[config.mk]
export PLATFORM = sky130hd
export DESIGN_NAME = cpu_axi_bridge
export DESIGN_NICKNAME = d
export VERILOG_FILES = /design/src/rtl/cpu_axi_bridge.sv
export SDC_FILE = /design/constraint.sdc
export NUM_CORES = 1
export LEC_CHECK = 0
export CAP_MARGIN = 20
export CORE_AREA = 2 2 155 157
export DETAILED_ROUTE_END_ITERATION = 6
export DIE_AREA = 0 0 157 159
export PLACE_DENSITY = 0.81
export SYNTH_ARGS = -nofsm -noshare
export SYNTH_HDL_FRONTEND = slang
export SYNTH_SLANG_ARGS = --single-unit
[constraint.sdc]
create_clock -name clk -period 3.8 [get_ports clk]
set_input_delay 0.95 -clock clk [delete_from_list [all_inputs] [get_ports clk]]
set_output_delay 0.95 -clock clk [all_outputs]
set_load 0.02 [all_outputs]
[src/rtl/cpu_axi_bridge.sv]
// rtl/cpu_axi_bridge.sv - NUM_MST SRAM-like request ports to one AXI3 master, single-beat transfers
// Define CPU_AXI_BRIDGE_RR_EN for round-robin arbitration; otherwise fixed priority (lowest index wins).
module cpu_axi_bridge #(
  parameter int NUM_MST = 2,
  parameter int ID_W    = 4,
  parameter int ADDR_W  = 32
) (
  input  logic                      clk,
  input  logic                      resetn,
  input  logic [NUM_MST-1:0]        req_valid,
  input  logic [NUM_MST-1:0]        req_wr,
  input  logic [2*NUM_MST-1:0]      req_size,
  input  logic [ADDR_W*NUM_MST-1:0] req_addr,
  input  logic [32*NUM_MST-1:0]     req_wdata,
  input  logic [4*NUM_MST-1:0]      req_wstrb,
  output logic [NUM_MST-1:0]        req_ready,
  output logic [NUM_MST-1:0]        resp_valid,
  output logic [31:0]               resp_rdata,
  output logic                      resp_err,
  output logic [ID_W-1:0]           cpu_arid,
  output logic [ADDR_W-1:0]         cpu_araddr,
  output logic [2:0]                cpu_arsize,
  output logic                      cpu_arvalid,
  output logic [7:0]                cpu_arlen,
  output logic [1:0]                cpu_arburst,
  output logic [1:0]                cpu_arlock,
  output logic [3:0]                cpu_arcache,
  output logic [2:0]                cpu_arprot,
  input  logic                      cpu_arready,
  input  logic [ID_W-1:0]           cpu_rid,
  input  logic [31:0]               cpu_rdata,
  input  logic [1:0]                cpu_rresp,
  input  logic                      cpu_rlast,
  input  logic                      cpu_rvalid,
  output logic                      cpu_rready,
  output logic [ID_W-1:0]           cpu_awid,
  output logic [ADDR_W-1:0]         cpu_awaddr,
  output logic [2:0]                cpu_awsize,
  output logic                      cpu_awvalid,
  output logic [7:0]                cpu_awlen,
  output logic [1:0]                cpu_awburst,
  output logic [1:0]                cpu_awlock,
  output logic [3:0]                cpu_awcache,
  output logic [2:0]                cpu_awprot,
  input  logic                      cpu_awready,
  output logic [ID_W-1:0]           cpu_wid,
  output logic [31:0]               cpu_wdata,
  output logic [3:0]                cpu_wstrb,
  output logic                      cpu_wlast,
  output logic                      cpu_wvalid,
  input  logic                      cpu_wready,
  input  logic [ID_W-1:0]           cpu_bid,
  input  logic [1:0]                cpu_bresp,
  input  logic                      cpu_bvalid,
  output logic                      cpu_bready
);

  localparam int IDX_W = (NUM_MST > 1) ? $clog2(NUM_MST) : 1;

  typedef enum logic {AR_IDLE, AR_REQ} ar_state_t;
  typedef enum logic [1:0] {W_IDLE, W_SEND, W_RESP} w_state_t;

  ar_state_t ar_state, ar_next;
  w_state_t  w_state, w_next;

  logic [NUM_MST-1:0] rd_busy;
  logic [ID_W-1:0]    ar_id_q, w_id_q;
  logic [ADDR_W-1:0]  ar_addr_q, aw_addr_q;
  logic [2:0]         ar_size_q, aw_size_q;
  logic [31:0]        w_data_q;
  logic [3:0]         w_strb_q;
  logic               aw_pend, w_pend;
  logic               b_held, b_err_q;
  logic [NUM_MST-1:0] resp_valid_q;
  logic [31:0]        resp_rdata_q;
  logic               resp_err_q;

  logic [NUM_MST-1:0] elig, gnt_vec, rd_hit, w_onehot;
  logic               gnt_found;
  logic [IDX_W-1:0]   gnt_idx, cand;
  logic [IDX_W:0]     cand_sum;
  logic               accept, acc_rd, acc_wr, sel_wr;
  logic [ADDR_W-1:0]  sel_addr;
  logic [1:0]         sel_size;
  logic [31:0]        sel_wdata;
  logic [3:0]         sel_wstrb;
  logic               rd_any, b_now, wr_resp_go;

`ifdef CPU_AXI_BRIDGE_RR_EN
  logic [IDX_W-1:0]   rr_ptr;
`endif

  // A read is held off while a write to the same word is still in flight.
  always_comb begin
    elig = '0;
    for (int i = 0; i < NUM_MST; i++) begin
      if (req_valid[i]) begin
        if (req_wr[i])
          elig[i] = (w_state == W_IDLE);
        else
          elig[i] = !rd_busy[i] && (ar_state == AR_IDLE) &&
                    !((w_state != W_IDLE) &&
                      (req_addr[i*ADDR_W+2 +: ADDR_W-2] == aw_addr_q[ADDR_W-1:2]));
      end
    end
  end

  always_comb begin
    gnt_found = 1'b0;
    gnt_idx   = '0;
    cand_sum  = '0;
    cand      = '0;
    for (int k = 0; k < NUM_MST; k++) begin
`ifdef CPU_AXI_BRIDGE_RR_EN
      cand_sum = {1'b0, rr_ptr} + (IDX_W+1)'(k);
`else
      cand_sum = (IDX_W+1)'(k);
`endif
      if (cand_sum >= (IDX_W+1)'(NUM_MST))
        cand_sum = cand_sum - (IDX_W+1)'(NUM_MST);
      cand = cand_sum[IDX_W-1:0];
      if (!gnt_found && elig[cand]) begin
        gnt_found = 1'b1;
        gnt_idx   = cand;
      end
    end
  end

  always_comb begin
    gnt_vec   = '0;
    sel_wr    = 1'b0;
    sel_addr  = '0;
    sel_size  = '0;
    sel_wdata = '0;
    sel_wstrb = '0;
    for (int i = 0; i < NUM_MST; i++) begin
      if (gnt_found && (gnt_idx == IDX_W'(i))) begin
        gnt_vec[i] = 1'b1;
        sel_wr     = req_wr[i];
        sel_addr   = req_addr[i*ADDR_W +: ADDR_W];
        sel_size   = req_size[i*2 +: 2];
        sel_wdata  = req_wdata[i*32 +: 32];
        sel_wstrb  = req_wstrb[i*4 +: 4];
      end
    end
  end

  assign req_ready = resetn ? gnt_vec : '0;
  assign accept    = resetn && gnt_found;
  assign acc_rd    = accept && !sel_wr;
  assign acc_wr    = accept && sel_wr;

  always_comb begin
    rd_hit   = '0;
    w_onehot = '0;
    for (int i = 0; i < NUM_MST; i++) begin
      rd_hit[i]   = cpu_rvalid && (cpu_rid == ID_W'(i)) && rd_busy[i];
      w_onehot[i] = (w_id_q == ID_W'(i));
    end
  end

  // Read responses win a collision; the write ack waits in b_held for one slot.
  assign rd_any     = |rd_hit;
  assign b_now      = cpu_bvalid && (w_state == W_RESP) && !b_held;
  assign wr_resp_go = !rd_any && (b_held || b_now);

  always_comb begin
    ar_next = ar_state;
    case (ar_state)
      AR_IDLE: if (acc_rd) ar_next = AR_REQ;
      AR_REQ:  if (cpu_arready) ar_next = AR_IDLE;
      default: ar_next = AR_IDLE;
    endcase
  end

  always_comb begin
    w_next = w_state;
    case (w_state)
      W_IDLE: if (acc_wr) w_next = W_SEND;
      W_SEND: if ((!aw_pend || cpu_awready) && (!w_pend || cpu_wready)) w_next = W_RESP;
      W_RESP: if (wr_resp_go) w_next = W_IDLE;
      default: w_next = W_IDLE;
    endcase
  end

  always_ff @(posedge clk or negedge resetn) begin
    if (!resetn) begin
      ar_state <= AR_IDLE;
      w_state  <= W_IDLE;
    end else begin
      ar_state <= ar_next;
      w_state  <= w_next;
    end
  end

  always_ff @(posedge clk or negedge resetn) begin
    if (!resetn) begin
      rd_busy      <= '0;
      ar_id_q      <= '0;
      ar_addr_q    <= '0;
      ar_size_q    <= '0;
      w_id_q       <= '0;
      aw_addr_q    <= '0;
      aw_size_q    <= '0;
      w_data_q     <= '0;
      w_strb_q     <= '0;
      aw_pend      <= 1'b0;
      w_pend       <= 1'b0;
      b_held       <= 1'b0;
      b_err_q      <= 1'b0;
      resp_valid_q <= '0;
      resp_rdata_q <= '0;
      resp_err_q   <= 1'b0;
    end else begin
      if (acc_rd) begin
        ar_id_q   <= ID_W'(gnt_idx);
        ar_addr_q <= sel_addr;
        ar_size_q <= {1'b0, sel_size};
      end
      rd_busy <= (rd_busy & ~rd_hit) | (acc_rd ? gnt_vec : '0);

      if (acc_wr) begin
        w_id_q    <= ID_W'(gnt_idx);
        aw_addr_q <= sel_addr;
        aw_size_q <= {1'b0, sel_size};
        w_data_q  <= sel_wdata;
        w_strb_q  <= sel_wstrb;
        aw_pend   <= 1'b1;
        w_pend    <= 1'b1;
      end else if (w_state == W_SEND) begin
        if (cpu_awready) aw_pend <= 1'b0;
        if (cpu_wready)  w_pend  <= 1'b0;
      end

      resp_valid_q <= '0;
      if (rd_any) begin
        resp_valid_q <= rd_hit;
        resp_rdata_q <= cpu_rdata;
        resp_err_q   <= cpu_rresp[1];
        if (b_now) begin
          b_held  <= 1'b1;
          b_err_q <= cpu_bresp[1];
        end
      end else if (b_held) begin
        resp_valid_q <= w_onehot;
        resp_err_q   <= b_err_q;
        b_held       <= 1'b0;
      end else if (b_now) begin
        resp_valid_q <= w_onehot;
        resp_err_q   <= cpu_bresp[1];
      end
    end
  end

`ifdef CPU_AXI_BRIDGE_RR_EN
  always_ff @(posedge clk or negedge resetn) begin
    if (!resetn)
      rr_ptr <= '0;
    else if (accept)
      rr_ptr <= (gnt_idx == IDX_W'(NUM_MST-1)) ? '0 : gnt_idx + 1'b1;
  end
`endif

  assign resp_valid  = resp_valid_q;
  assign resp_rdata  = resp_rdata_q;
  assign resp_err    = resp_err_q;

  assign cpu_arid    = ar_id_q;
  assign cpu_araddr  = ar_addr_q;
  assign cpu_arsize  = ar_size_q;
  assign cpu_arvalid = (ar_state == AR_REQ);
  assign cpu_arlen   = 8'd0;
  assign cpu_arburst = 2'b01;
  assign cpu_arlock  = 2'b00;
  assign cpu_arcache = 4'd0;
  assign cpu_arprot  = 3'd0;
  assign cpu_rready  = 1'b1;

  assign cpu_awid    = w_id_q;
  assign cpu_awaddr  = aw_addr_q;
  assign cpu_awsize  = aw_size_q;
  assign cpu_awvalid = (w_state == W_SEND) && aw_pend;
  assign cpu_awlen   = 8'd0;
  assign cpu_awburst = 2'b01;
  assign cpu_awlock  = 2'b00;
  assign cpu_awcache = 4'd0;
  assign cpu_awprot  = 3'd0;

  assign cpu_wid     = w_id_q;
  assign cpu_wdata   = w_data_q;
  assign cpu_wstrb   = w_strb_q;
  assign cpu_wlast   = 1'b1;
  assign cpu_wvalid  = (w_state == W_SEND) && w_pend;
  assign cpu_bready  = 1'b1;

  logic unused_inputs;
  assign unused_inputs = ^{cpu_rlast, cpu_bid, cpu_rresp[0], cpu_bresp[0]};

endmodule
Word level (Yosys, flattened, before mapping)

Cells that the tools add are included.

Register bits: 150
Bits of input ports: 196
Output and inout port bits: 199
Logic and storage cells: 122

Eq/ne operators: 9
Mux-type cells: 42
Bitwise operators: 5
Reduce and logical (&&, ||, !) cells: 48

Operators with widths:

| kind               | number |
|---|---|
| $mux 32            | 4 |
| $eq 30x30->1       | 2 |
| $mux 1             | 24 |
| $logic_and 1x1->1  | 22 |
| $mux 2             | 10 |
| $logic_not 1->1    | 10 |
| $logic_not 4->1    | 2 |
| $mux 4             | 2 |
| $reduce_bool 2->1  | 4 |
| $ne 2x2->1 const B | 3 |
| $pmux 2 s3         | 1 |
| $reduce_and 2->1   | 3 |
| $eq 4x1->1 const B | 1 |
| $logic_or 1x1->1   | 3 |
| $reduce_and 3->1   | 1 |
| $reduce_bool 3->1  | 1 |
| $and 2x2->2        | 1 |
| $eq 2x1->1 const B | 1 |
| $eq 2x2->1 const B | 1 |
| $logic_not 2->1    | 1 |
| $ne 2x1->1 const B | 1 |
| $not 1->1          | 2 |
| $not 2->2          | 1 |
| $or 2x2->2         | 1 |
| 2 further kinds    | 2 |

Depth between registers and ports, before layout

Depth in word-level cells: 18
Depth in mapped cells: 9
Gate-level depth less buffers: 6

Worst setup path after synthesis

Ideal clock, no wire load.

Path kind: input -> output
Start: input port req_addr[20]
End: output port req_ready[0]
Arrival: 2.358 ns
Required time: 2.850 ns
Setup slack: 0.492 ns
Stages on the path: 7
Buffers on the path: 2
Cell sequence: xor2_1 > nor4_1 > nand4_1 > o221a_2 > buf_2 > buf_2 > and2_1

Word-level cells in the longest chain between the ends: 14
Elaborated cells on any way between the ends: 15
Classes of those cells: eq/ne (1); mux (7); bitwise (1); reduce/logical (6)

RTL lines:

| element               | RTL line | source |
|---|---|---|
| from (decl)           | 13       | `input logic [ADDR_W*NUM_MST-1:0] req_addr,` |
| $eq 30x30->1 (*)      | 103      | `(req_addr[i*ADDR_W+2 +: ADDR_W-2] == aw_addr_q[ADDR_W-1:2]));` |
| $logic_and 1x1->1 (*) | 102      | `!((w_state != W_IDLE) &&` |
| $logic_not 1->1 (*)   | 102      |  |
| $logic_and 1x1->1 (*) | 101      | `elig[i] = !rd_busy[i] && (ar_state == AR_IDLE) &&` |
| $mux 1 (*)            | 98       | `if (req_wr[i])` |
| $mux 1 (*)            | 97       | `if (req_valid[i]) begin` |
| $mux 1 (*)            | 122      | `if (!gnt_found && elig[cand]) begin` |
| $logic_not 1->1       | 122      |  |
| $logic_and 1x1->1     | 122      |  |
| $mux 1                | 122      |  |
| $not 1->1             | 137      | `if (gnt_found && (gnt_idx == IDX_W'(i))) begin` |
| $logic_and 1x1->1 (*) | 137      |  |
| $mux 1 (*)            | 137      |  |
| $mux 2 (*)            | 148      | `assign req_ready = resetn ? gnt_vec : '0;` |
| to (decl)             | 16       | `output logic [NUM_MST-1:0] req_ready,` |

Mark *: on every way between the ends. The rest lies on a longest branch, timed or not.

Final worst setup path

Start: input port req_addr[12]
End: output port req_ready[1]

Word-level cells in the longest chain between the ends: 13
Elaborated cells on any way between the ends: 14
Classes of those cells: eq/ne (1); mux (7); reduce/logical (6)

RTL lines:

| element               | RTL line |
|---|---|
| $eq 30x30->1 (*)      | 103 |
| $logic_and 1x1->1 (*) | 102 |
| $logic_not 1->1 (*)   | 102 |
| $logic_and 1x1->1 (*) | 101 |
| $mux 1 (*)            | 98 |
| $mux 1 (*)            | 97 |
| $mux 1 (*)            | 122 |
| $logic_not 1->1       | 122 |
| $logic_and 1x1->1     | 122 |
| $mux 1                | 122 |
| $logic_and 1x1->1 (*) | 137 |
| $mux 1 (*)            | 137 |
| $mux 2 (*)            | 148 |

Marks and branches as above.

==> summary.md <==
| Metric | Value |
|---|---|
| Status | finished clean |
| Final setup viols | 0 |
| Async SR Flop Fraction | 100.0% |
| Pre-Repair DR Iteration Count | 5 |
| Gpl congestion | 0.8613 |
| Largest cells by area after synthesis | dfrtp_1 (44%), xor2_1 (6.1%), buf_4 (5.2%) |
| Final hold slack | 0.3260 ns |
| Pin count of the biggest net entering global routing | 56 |
| Post-Syn Area | 8582 sq um |
| Overall power | 9.764 mW |
| Chip width | 157 microns |
| Normalized max-slew margin | 47.09% |
| IO Count | 395 |
| CTS Buf Count | 17 |
| Clock transition at the registers of the reported paths | 0.07 ns |
| Sequential share of power | 30.2% |
| Max rail drop VDD | 0.4008 mV |
| R2R Path Start | cpu_awaddr[17] |
| Number of H-tree levels | 4 |
| EDFF count, synth | 0 |
| Reg2Reg Setup Slack | 1.02 ns |
| Gr ovfl total | 0 |
| Iter 0 DRT Violations | 417 |
| Final-layout fill cell count | 2020 |
| Int Power | 5.603 mW |
| Final hold vios | 0 |
| CTS sink count | 150 |
| Max Clk Rate | 0.2632 GHz |
| Main synth FF type | dfrtp_1 |
| Crit end category | output port |
| Cts hold-fix bufs | 0 |
| Via Count | 7989 |
| Vias in the first global route | 8036 |
| RSZ-0062 raised after global routing | true |
| Synth warn | 0 |
| FF-to-FF path depth | 11 |
| Reg2reg end | cpu_awaddr[4] |
| Final nets | 1413 |
| Row count | 56 |
| Commonest non-fill, non-tap cells in the layout | clkdlybuf4s50_1 (304), dfrtp_1 (150), nand2_1 (111) |
| MaxCap Viol Count | 0 |
| Hold WC Path Type | input port to async pin |
| Global Route Usage Sum | 24.41% |
| Final worst path period share | 99.97% |
| Share of layout cells above drive strength 1 | 16.75% |
| Met1 Use GR | 29.64% |
| Mapped Cells | 868 |
| Die Ht | 159 microns |
| Design area | 13010 sq um |
| Initial Utilization | 37.00% |
| Clk network pwr share | 17.7% |
| GR Util met3 | 7.458% |
| Routed Antenna Nets | 0 |
| Final min period | 3.799 ns |
| CP required | 2.85 ns |
| Total core area | 23190 sq um |
| Clock Path Buffers | 2 |
| Setup Slack @ Placement | -0.7636 ns |
| Worst EP arrival | 2.85 ns |
| Leading cell type in the layout, fill and taps excluded | clkdlybuf4s50_1 |
| Largest area contributor in the netlist | dfrtp_1 |
| Sw power | 4.161 mW |
| Drt drc | 0 |
| Post-Route WL | 30800 microns |
| Slew @ Worst Pin | 0.7937 ns |
| GR peak layer | met2 |
| Logic pwr share | 52.1% |
| Synth top area share | 43.74% |
| Synthesized area per cell | 9.887 sq um |
| Post-synthesis sequential area ratio | 43.74% |
| PwrDens | 750.7 nW/um^2 |
| Startpoint types | input port |
| Die area | 24960 sq um |
| First-pass GRT wire length | 46460 microns |
| Placed inst area | 12240 sq um |
| FF+latch count, synth | 150 |
| Unique cell type count in the Yosys netlist | 45 |
| DP HPWL | 22350 microns |
| CP startpoint | req_addr[12] |
| IO Port Bufs | 335 |
| Worst setup margin | 0.001139 ns |
| Final setup TNS | 0 ns |
| Clk Latency, worst-skew pair | 0.43 ns |
| Clock Tree Root | clkbuf_16 |
| Post-DR wirelength/cell | 19.84 microns |
| Pins Over Slew Limit | 0 |
| CP max FO | 3 |
| Standby leakage power | 5.609 nW |
| TritonCTS clock tree | built |
| Synthesis-to-layout area growth | 51.55% |
| Met2 Use GR | 41.13% |
| Sw frac | 42.62% |
| Initial antenna violation count | 3 |
| Via-to-Cell Ratio | 5.148 |
| Final Skew | 0.01722 ns |
| Crit path kind | input port to output port |
==> per-layer routing <==
layer | wire length [microns] | share of wire (%)
met1 | 11720 | 38
met2 | 15240 | 49
met3 | 3013 | 9.8
met4 | 819 | 2.7
met5 | 0 | 0
==> power groups by stage <==
stage	Sequential, mW	Combinational, mW	Clock, mW
CTS	2.93	5.11	1.77
global placement	2.90	4.96	0
global route	3.04	5.39	1.84
floorplan	3.85	1.89	0
detailed placement	2.93	5.02	0
finish	2.95	5.09	1.73
==> sequential cells by signal (all words and copies together), names as in the netlist, 2 cells and up <==
| signal | flops |
|---|---|
| cpu_wstrb | 4 |
| w_state | 2 |
| cpu_wdata | 32 |
| cpu_awsize | 2 |
| resp_rdata | 32 |
| resp_valid | 2 |
| cpu_awaddr | 32 |
| rd_busy | 2 |
| cpu_arsize | 2 |
| cpu_araddr | 32 |
==> Yosys cell counts (all sizes together) (14+ instances only) <==
| library cell | count |
|---|---|
| nor2 | 90 |
| nor4 | 14 |
| dfrtp | 150 |
| buf | 91 |
| o211ai | 45 |
| xor2 | 60 |
| clkbuf | 25 |
| a21oi | 30 |
| o2bb2ai | 25 |
| a2bb2oi | 35 |
| o21ai | 40 |
| nand2 | 111 |
| mux2i | 36 |
| nand3 | 46 |
| mux2 | 33 |
==> worst max-delay path by stage <==
stage,cells after the start,slack (ns),end
after floorplan,7,0.49,req_ready[0]
after global placement,9,-0.77,req_ready[0]
after detailed placement,9,-0.76,req_ready[0]
after CTS,11,0.0008,req_ready[1]
after global routing,11,-0.05,req_ready[1]
final,11,0.001,req_ready[1]
==> area by class of cell <==
type	instances	area, sq um	share of cell area (%)
sequential	150	3754	28.86
antenna	3	7.507	0.05772
clock inverter	15	173.9	1.337
timing repair buffer	396	3840	29.52
inverter	3	11.26	0.08658
clock buffer	17	425.4	3.271
multi-input combinational	649	4395	33.80
tap	319	399.1	3.069
==> what timing repair did <==
item                       in CTS  in global routing
buffers inserted                4                  1
resized for setup              69                 18
pin swaps                      15                  7
setup endpoints to repair       2                  2
==> metrics by stage <==
stage,cells,util (%)
finish,1552,56.08
global route,1551,56.07
CTS,1547,55.87
detailed placement,1511,52.77
global placement,1511,52.77
floorplan,918,-
==> worst max-delay path: stages <==
cell and delay, ns:
clkdlybuf4s15_2 0.22, xor2_2 0.19, nor4_4 0.21, buf_4 0.16, nand4_1 0.15, buf_4 0.21, o221a_4 0.23, buf_8 0.13
nor2_4 0.10, and2_4 0.16, buf_6 0.12
==> logic make-up (layout without fill, tap and decap cells) <==
family	Yosys count	in the layout	synth area share, %
compound gates	184	184	17.01
xor+xnor	60	60	6.123
buf+inv	119	431	9.622
flops	150	150	43.74
mux	69	69	8.529
other cells	2	55	0.08751
simple gates	284	284	14.89
No activity file was read; power rests on OpenSTA's default activity.
